$ cat src/rtl/sd_cmd_serializer_pkg.sv
// SD CMD-line engine shared definitions.
// FSM states, CRC7 polynomial and frame geometry.
package sd_cmd_serializer_pkg;

  typedef enum logic [2:0] {
    IDLE,
    TX,
    TURN,
    WAIT_START,
    RX,
    FINISH
  } state_t;

  localparam logic [6:0] CRC7_POLY = 7'h09;
  localparam int FRAME_BITS = 48;
  localparam int CRC_BITS = 40;

endpackage

$ cat src/rtl/sd_crc7.sv
// Serial CRC7 (x^7 + x^3 + 1), one bit per enable.
// Cleared to zero by CLR; CLR wins over EN.
module sd_crc7
  import sd_cmd_serializer_pkg::*;
(
  input  logic       CLK,
  input  logic       RST_N,
  input  logic       CLR,
  input  logic       EN,
  input  logic       BIT,
  output logic [6:0] CRC
);

  logic fb;

  assign fb = BIT ^ CRC[6];

  // shift the remainder, folding in the polynomial on feedback
  always_ff @(posedge CLK or negedge RST_N) begin
    if (!RST_N) begin
      CRC <= '0;
    end else if (CLR) begin
      CRC <= '0;
    end else if (EN) begin
      CRC <= {CRC[5:0], 1'b0} ^ ({7{fb}} & CRC7_POLY);
    end
  end

endmodule

$ cat src/rtl/sd_cmd_serializer.sv
// SD CMD-line command serializer with optional R1/R3/R6/R7 capture.
// Define SD_CMD_RSP_CRC_CHECK_EN to also check the response CRC7.
module sd_cmd_serializer
  import sd_cmd_serializer_pkg::*;
#(
  parameter int TIMEOUT_CYCLES = 64,
  parameter int TURN_CYCLES    = 2
) (
  input  logic        CLK,
  input  logic        RST_N,
  input  logic        SD_CLK,
  input  logic        START,
  input  logic [5:0]  CMD_INDEX,
  input  logic [31:0] CMD_ARG,
  input  logic        RSP_EXPECT,
  output logic        BUSY,
  output logic        DONE,
  output logic        TIMEOUT,
  output logic        CRC_ERR,
  output logic [5:0]  RSP_INDEX,
  output logic [31:0] RSP_ARG,
  output logic        CMD_O,
  output logic        CMD_OE,
  input  logic        CMD_I
);

  localparam int BCW = $clog2(FRAME_BITS) + 1;
  localparam int TNW = $clog2(TURN_CYCLES) + 1;
  localparam int TOW = $clog2(TIMEOUT_CYCLES) + 1;

  state_t st;
  logic sd_q;
  logic fall;
  logic rise;
  logic rsp_exp;
  logic accept;
  logic tx_bit;
  logic tx_crc_en;
  logic rx_crc_err;
  logic [6:0] tx_crc;
  logic [CRC_BITS-1:0] tx_sr;
  logic [44:0] rx_sr;
  logic [BCW-1:0] bcnt;
  logic [BCW-1:0] rcnt;
  logic [TNW-1:0] tcnt;
  logic [TOW-1:0] tocnt;

  assign fall = sd_q & ~SD_CLK;
  assign rise = ~sd_q & SD_CLK;
  assign accept = (st == IDLE) & START & ~BUSY;
  assign tx_crc_en = (st == TX) & fall
                   & (bcnt < BCW'(CRC_BITS));

  // SD_CLK history for edge detection
  always_ff @(posedge CLK or negedge RST_N) begin
    if (!RST_N) sd_q <= 1'b0;
    else        sd_q <= SD_CLK;
  end

  // next frame bit: header/arg, then CRC7, then end bit
  always_comb begin
    tx_bit = 1'b1;
    if (bcnt < BCW'(CRC_BITS)) begin
      tx_bit = tx_sr[CRC_BITS-1];
    end else if (bcnt < BCW'(FRAME_BITS-1)) begin
      tx_bit = tx_crc[3'(BCW'(FRAME_BITS-2) - bcnt)];
    end
  end

  sd_crc7 u_tx_crc (
    .CLK   (CLK),
    .RST_N (RST_N),
    .CLR   (accept),
    .EN    (tx_crc_en),
    .BIT   (tx_sr[CRC_BITS-1]),
    .CRC   (tx_crc)
  );

`ifdef SD_CMD_RSP_CRC_CHECK_EN
  logic rx_crc_en;
  logic [6:0] rx_crc;

  assign rx_crc_en = rise & (
      ((st == WAIT_START) & ~CMD_I)
    | ((st == RX) & (rcnt < BCW'(CRC_BITS-1))));

  sd_crc7 u_rx_crc (
    .CLK   (CLK),
    .RST_N (RST_N),
    .CLR   (accept),
    .EN    (rx_crc_en),
    .BIT   (CMD_I),
    .CRC   (rx_crc)
  );

  assign rx_crc_err = (rx_crc != rx_sr[6:0]);
`else
  assign rx_crc_err = 1'b0;
`endif

  // command/response sequencer with registered outputs
  always_ff @(posedge CLK or negedge RST_N) begin
    if (!RST_N) begin
      st        <= IDLE;
      BUSY      <= 1'b0;
      DONE      <= 1'b0;
      TIMEOUT   <= 1'b0;
      CRC_ERR   <= 1'b0;
      RSP_INDEX <= '0;
      RSP_ARG   <= '0;
      CMD_O     <= 1'b1;
      CMD_OE    <= 1'b0;
      rsp_exp   <= 1'b0;
      tx_sr     <= '0;
      rx_sr     <= '0;
      bcnt      <= '0;
      rcnt      <= '0;
      tcnt      <= '0;
      tocnt     <= '0;
    end else begin
      DONE <= 1'b0;
      unique case (st)
        IDLE: begin
          if (accept) begin
            tx_sr     <= {2'b01, CMD_INDEX, CMD_ARG};
            rsp_exp   <= RSP_EXPECT;
            TIMEOUT   <= 1'b0;
            CRC_ERR   <= 1'b0;
            RSP_INDEX <= '0;
            RSP_ARG   <= '0;
            BUSY      <= 1'b1;
            bcnt      <= '0;
            st        <= TX;
          end
        end
        TX: begin
          if (fall) begin
            if (bcnt == BCW'(FRAME_BITS)) begin
              CMD_OE <= 1'b0;
              CMD_O  <= 1'b1;
              tcnt   <= '0;
              if (rsp_exp) begin
                st <= TURN;
              end else begin
                DONE <= 1'b1;
                st   <= FINISH;
              end
            end else begin
              CMD_OE <= 1'b1;
              CMD_O  <= tx_bit;
              bcnt   <= bcnt + 1'b1;
              if (bcnt < BCW'(CRC_BITS)) begin
                tx_sr <= {tx_sr[CRC_BITS-2:0], 1'b0};
              end
            end
          end
        end
        TURN: begin
          if (rise) begin
            if (tcnt == TNW'(TURN_CYCLES-1)) begin
              tocnt <= '0;
              st    <= WAIT_START;
            end else begin
              tcnt <= tcnt + 1'b1;
            end
          end
        end
        WAIT_START: begin
          if (rise) begin
            if (!CMD_I) begin
              rx_sr <= '0;
              rcnt  <= '0;
              st    <= RX;
            end else if (tocnt == TOW'(TIMEOUT_CYCLES-1)) begin
              TIMEOUT <= 1'b1;
              DONE    <= 1'b1;
              st      <= FINISH;
            end else begin
              tocnt <= tocnt + 1'b1;
            end
          end
        end
        RX: begin
          if (rise) begin
            rx_sr <= {rx_sr[43:0], CMD_I};
            rcnt  <= rcnt + 1'b1;
            if (rcnt == BCW'(FRAME_BITS-2)) begin
              RSP_INDEX <= rx_sr[44:39];
              RSP_ARG   <= rx_sr[38:7];
              CRC_ERR   <= ~CMD_I | rx_crc_err;
              DONE      <= 1'b1;
              st        <= FINISH;
            end
          end
        end
        FINISH: begin
          BUSY <= 1'b0;
          st   <= IDLE;
        end
        default: st <= IDLE;
      endcase
    end
  end

endmodule

$ cat config.mk
export PLATFORM = sky130hd
export DESIGN_NAME = sd_cmd_serializer
export DESIGN_NICKNAME = d
export VERILOG_FILES = /design/src/rtl/sd_cmd_serializer_pkg.sv /design/src/rtl/sd_crc7.sv /design/src/rtl/sd_cmd_serializer.sv
export SDC_FILE = /design/constraint.sdc
export NUM_CORES = 1
export LEC_CHECK = 0
export BUFFER_PORTS_ARGS = -buffer_cell sky130_fd_sc_hd__buf_2
export CORE_UTILIZATION = 25
export DETAILED_ROUTE_END_ITERATION = 8
export GPL_ROUTABILITY_DRIVEN = 1
export PLACE_DENSITY = 0.49
export SLEW_MARGIN = 20
export SYNTH_ARGS = -nofsm -noshare
export SYNTH_HDL_FRONTEND = slang
export SYNTH_SLANG_ARGS = --single-unit
$ cat constraint.sdc
create_clock -name CLK -period 4 [get_ports CLK]
set_input_delay 1 -clock CLK [delete_from_list [all_inputs] [get_ports CLK]]
set_output_delay 1 -clock CLK [all_outputs]
set_load 0.01 [all_outputs]
==> summary.md <==
| Metric | Value |
|---|---|
| Drt total wl | `16.8 mm` |
| Maximum fanout along the worst path | `41` |
| CTS root buffer | `clkbuf_16` |
| Setup Skew | `around 15 ps` |
| Int Pwr | `between 3000 and 4000 µW` |
| CP cell instances | `nor3b_4 > buf_4 > nand2_1 > o21ai_4 > buf_12 > mux2i_1` |
| Clock power share | `0.345` |
| Synth warnings | `0` |
| # setup viols final | `0` |
| Mapped Area | `7350 µm²` |
| Actual slew at the worst max-slew pin | `846 ps` |
| Syn_area_per_cell | `approximately 11 µm²` |
| Syn Inst Count | `between 600 and 700` |
| Layout Utilization | `0.308` |
| CP Launch Point | `st[2]` |
| Post-synth top flop | `dfrtp_1` |
| Count of cell types in the netlist | `a little over 60` |
| CP peak stage delay | `about 560 ps` |
| TNS Setup | `0 ps` |
| Worst r2r src | `st[2]` |
| Gr usage total | `0.114` |
| Worst Hold Launch | `CMD_OE` |
| CP max stage cell | `dfrtp_1` |
| Initial Utilization | `0.255` |
| Critical path depth | `6` |
| Layout cell share with drive strength beyond 1 | `0.189` |
| Number of nets still failing antenna checks after routing | `0` |
| Clock-pin transition on the worst setup and hold timing paths | `about 70 ps` |
| Core box area | `roughly 29,000 µm²` |
| Maxcap violations | `0` |
| Max_slew headroom | `0.433` |
| Count of final hold-check violations | `0` |
| Post-CTS setup buffers | `0` |
| Gate power share | `0.204` |
| Status | `complete, no violations` |
| Peak supply drop | `0.217 mV` |
| Synthesis-to-layout area growth | `20.7%` |
| CP required | `roughly 4400 ps` |
| CP Data Arrival Time | `2830 ps` |
| Row Count | `slightly above 60` |
| Worst path bufs/invs | `2` |
| GPL Wtd Cong | `roughly 0.76` |
| Async set-reset flop share out of synthesis | `1.00` |
| Worst hold path depth | `1` |
| Nets | `790` |
| Htree depth | `4` |
| Fmax | `~400 MHz` |
| DR iter-0 viols | `~270` |
| Crit Path Class | `flip-flop to flip-flop` |
| Worst R2R Path Depth | `6` |
| # port buffers | `87` |
| WL/cell | `about 15 µm` |
| Die Ht | `173 µm` |
| CTS tree | `built` |
| First-pass GRT wire length | `~28 mm` |
| Sequential Power Share | `0.452` |
| Ports | `a little under 90` |
| GRT overflow | `0` |
| Sequential area share after synthesis | `0.559` |
| NetSw | `1530 µW` |
| Largest delay share family, worst path | `buffers and inverters` |
| CTS Buf Count | `17` |
| Hold Path Class | `flip-flop to flip-flop` |
| FF+latch count, synth | `around 160` |
| Initial DRT Pass Iterations | `4` |
| Post-route DRC | `0` |
| Via/cell ratio | `about 4.5` |
| Switch share | `0.308` |
| Total clock sinks | `164` |
| Initial antenna violation count | `2` |
| Number of global-route vias before repair | `around 5,200` |
| Pwr Density | `between 500 and 600 nW/µm²` |
| Syn_nets | `approximately 720` |
| Leak pwr | `0.00398 µW` |
| CTS Buffer Depth | `2` |
| Hold-fix buffers, CTS | `0` |
| Period utilization | `0.620` |
| Hpwl dp | `around 11 mm` |
| Die ar. | `30,100 µm²` |
| Vias | `slightly above 5,000` |
| RSZ-0062 raised after global routing | `false` |
| # resized after CTS | `0` |
| Clock latency on the worst-skew pair | `around 430 ps` |
| Final Max Tran Viols | `0` |
| Die width | `173 µm` |
| Largest net degree at the start of global routing | `81` |
| Final min period | `about 2500 ps` |
| Number of synthesized flops with an enable pin | `0` |
| Crit. End Element | `flip-flop` |
| Startpoint Class | `flip-flop` |
| Fillers | `around 3,000` |
-- cell families after synthesis --
kind of cell,count (synthesis),share of synthesized area
AND/OR/NAND/NOR,166,0.118
AO/OA/AOI/OAI,150,0.141
multiplexers,81,0.112
flip-flops,164,0.559
buffers and inverters,92,0.0516
adder cells (fa/ha/maj),6,0.0102
XOR/XNOR,7,0.00834
-- Yosys cell counts, drive strengths merged (2+ instances only) --
| cell type | number | area [µm²] |
|---|---|---|
| a211oi | 3 | 22.5 |
| and2 | 5 | 31.3 |
| and3 | 2 | 12.5 |
| a22o | 49 | 429 |
| nand3b | 3 | 22.5 |
| dfrtp | 163 | 4080 |
| o21ai | 52 | 264 |
| xor2 | 4 | 35.0 |
| o31ai | 5 | 37.5 |
| o21a | 2 | 15.0 |
| buf | 22 | 116 |
| nand2 | 54 | 203 |
| o211ai | 4 | 30.0 |
| nand4 | 6 | 52.6 |
| o2bb2ai | 3 | 26.3 |
| a21oi | 17 | 85.1 |
| o22ai | 2 | 12.5 |
| clkbuf | 22 | 82.6 |
| mux2i | 79 | 791 |
| ha | 6 | 75.1 |
| nand2b | 3 | 18.8 |
| nor3b | 4 | 41.3 |
| nor2b | 3 | 18.8 |
| or3 | 2 | 12.5 |
| or4 | 4 | 30.0 |
| nor3 | 2 | 10.0 |
| nor2 | 14 | 52.6 |
| inv | 48 | 180 |
| a32o | 2 | 20.0 |
| nand3 | 54 | 270 |
| xnor2 | 3 | 26.3 |
-- sequential cells by signal, summed over array words and instances, names as in the netlist, 2 cells and up --
signal / count
tcnt: 2
RSP_ARG: 32
rx_sr: 45
u_tx_crc.CRC: 7
rcnt: 7
bcnt: 7
st: 3
tocnt: 7
tx_sr: 40
RSP_INDEX: 6
-- metrics by stage --
| step | power [µW] | setup slack (ps) | hold WS, ps | cells | instance area [µm²] |
|---|---|---|---|---|---|
| after floorplan | 2950 | 1680 | 459 | 666 | 7350 |
| after global placement | 3290 | 1220 | 477 | 1104 | 8230 |
| after detailed placement | 3310 | 1210 | 478 | 1104 | 8230 |
| after CTS | 5050 | 1420 | 500 | 1136 | 8840 |
| after global routing | 5260 | 1240 | 515 | 1137 | 8870 |
| final | 4970 | 1520 | 501 | 1138 | 8870 |
-- power by group through the flow --
| stage | sequential [µW] | combinational, µW | clock, µW |
|---|---|---|---|
| global placement | 2270 | 1020 | 0 |
| finish | 2240 | 1010 | 1710 |
| detailed placement | 2270 | 1030 | 0 |
| floorplan | 2260 | 694 | 0 |
| CTS | 2240 | 1040 | 1760 |
| global route | 2290 | 1150 | 1830 |
-- path summary, 6_finish.rpt --
path | end | slack, ps
setup / recovery | RSP_ARG[27] | 1520
hold / removal | CMD_OE | 500
setup reg to reg | RSP_ARG[27] | 1520
hold reg to reg | CMD_OE | 500
max in group asynchronous | RSP_ARG[16] | 2640
min in group asynchronous | tx_sr[28] | 610
-- routing by layer --
metal,GRT usage,routed length (µm),share of wire,vias to the layer above
met4,0.0361,188,0.011,2
met3,0.0314,706,0.042,16
met5,0,10,0.00060,-
met1,0.154,8240,0.49,2545
met2,0.178,7640,0.46,86
li1,-,-,-,2522
-- placed cells by master, fill, tap and decap left out, types with 3 or more instances in the layout --
cell type	synthesis	final
dfrtp_1	163	163
buf_2	18	86
mux2i_1	79	79
nand3_1	54	54
nand2_1	54	53
a22o_1	49	49
inv_1	48	48
o21ai_1	39	38
a21oi_1	17	17
clkbuf_16	0	17
nor2_1	14	13
o21ai_0	12	12
buf_4	1	8
ha_1	6	6
and2_1	5	5
nand4_1	5	5
o31ai_1	5	5
inv_6	0	5
o211ai_1	4	4
or4_1	4	4
xor2_1	4	4
nand2b_1	3	3
nor2b_1	3	3
a211oi_1	3	3
nand3b_1	3	3
xnor2_1	3	3
o2bb2ai_1	3	3
inv_8	0	3
buf_12	0	3
-- area by class of cell --
class,instances,area (µm²),area share
sequential,164,4110,0.463
multi-input combinational,410,2900,0.327
timing repair buffer,99,589,0.0664
tap,384,480,0.0542
clock buffer,17,425,0.0480
clock inverter,15,189,0.0213
inverter,48,180,0.0203
antenna,1,2.50,0.000282
No activity file was read; power rests on OpenSTA's default activity.
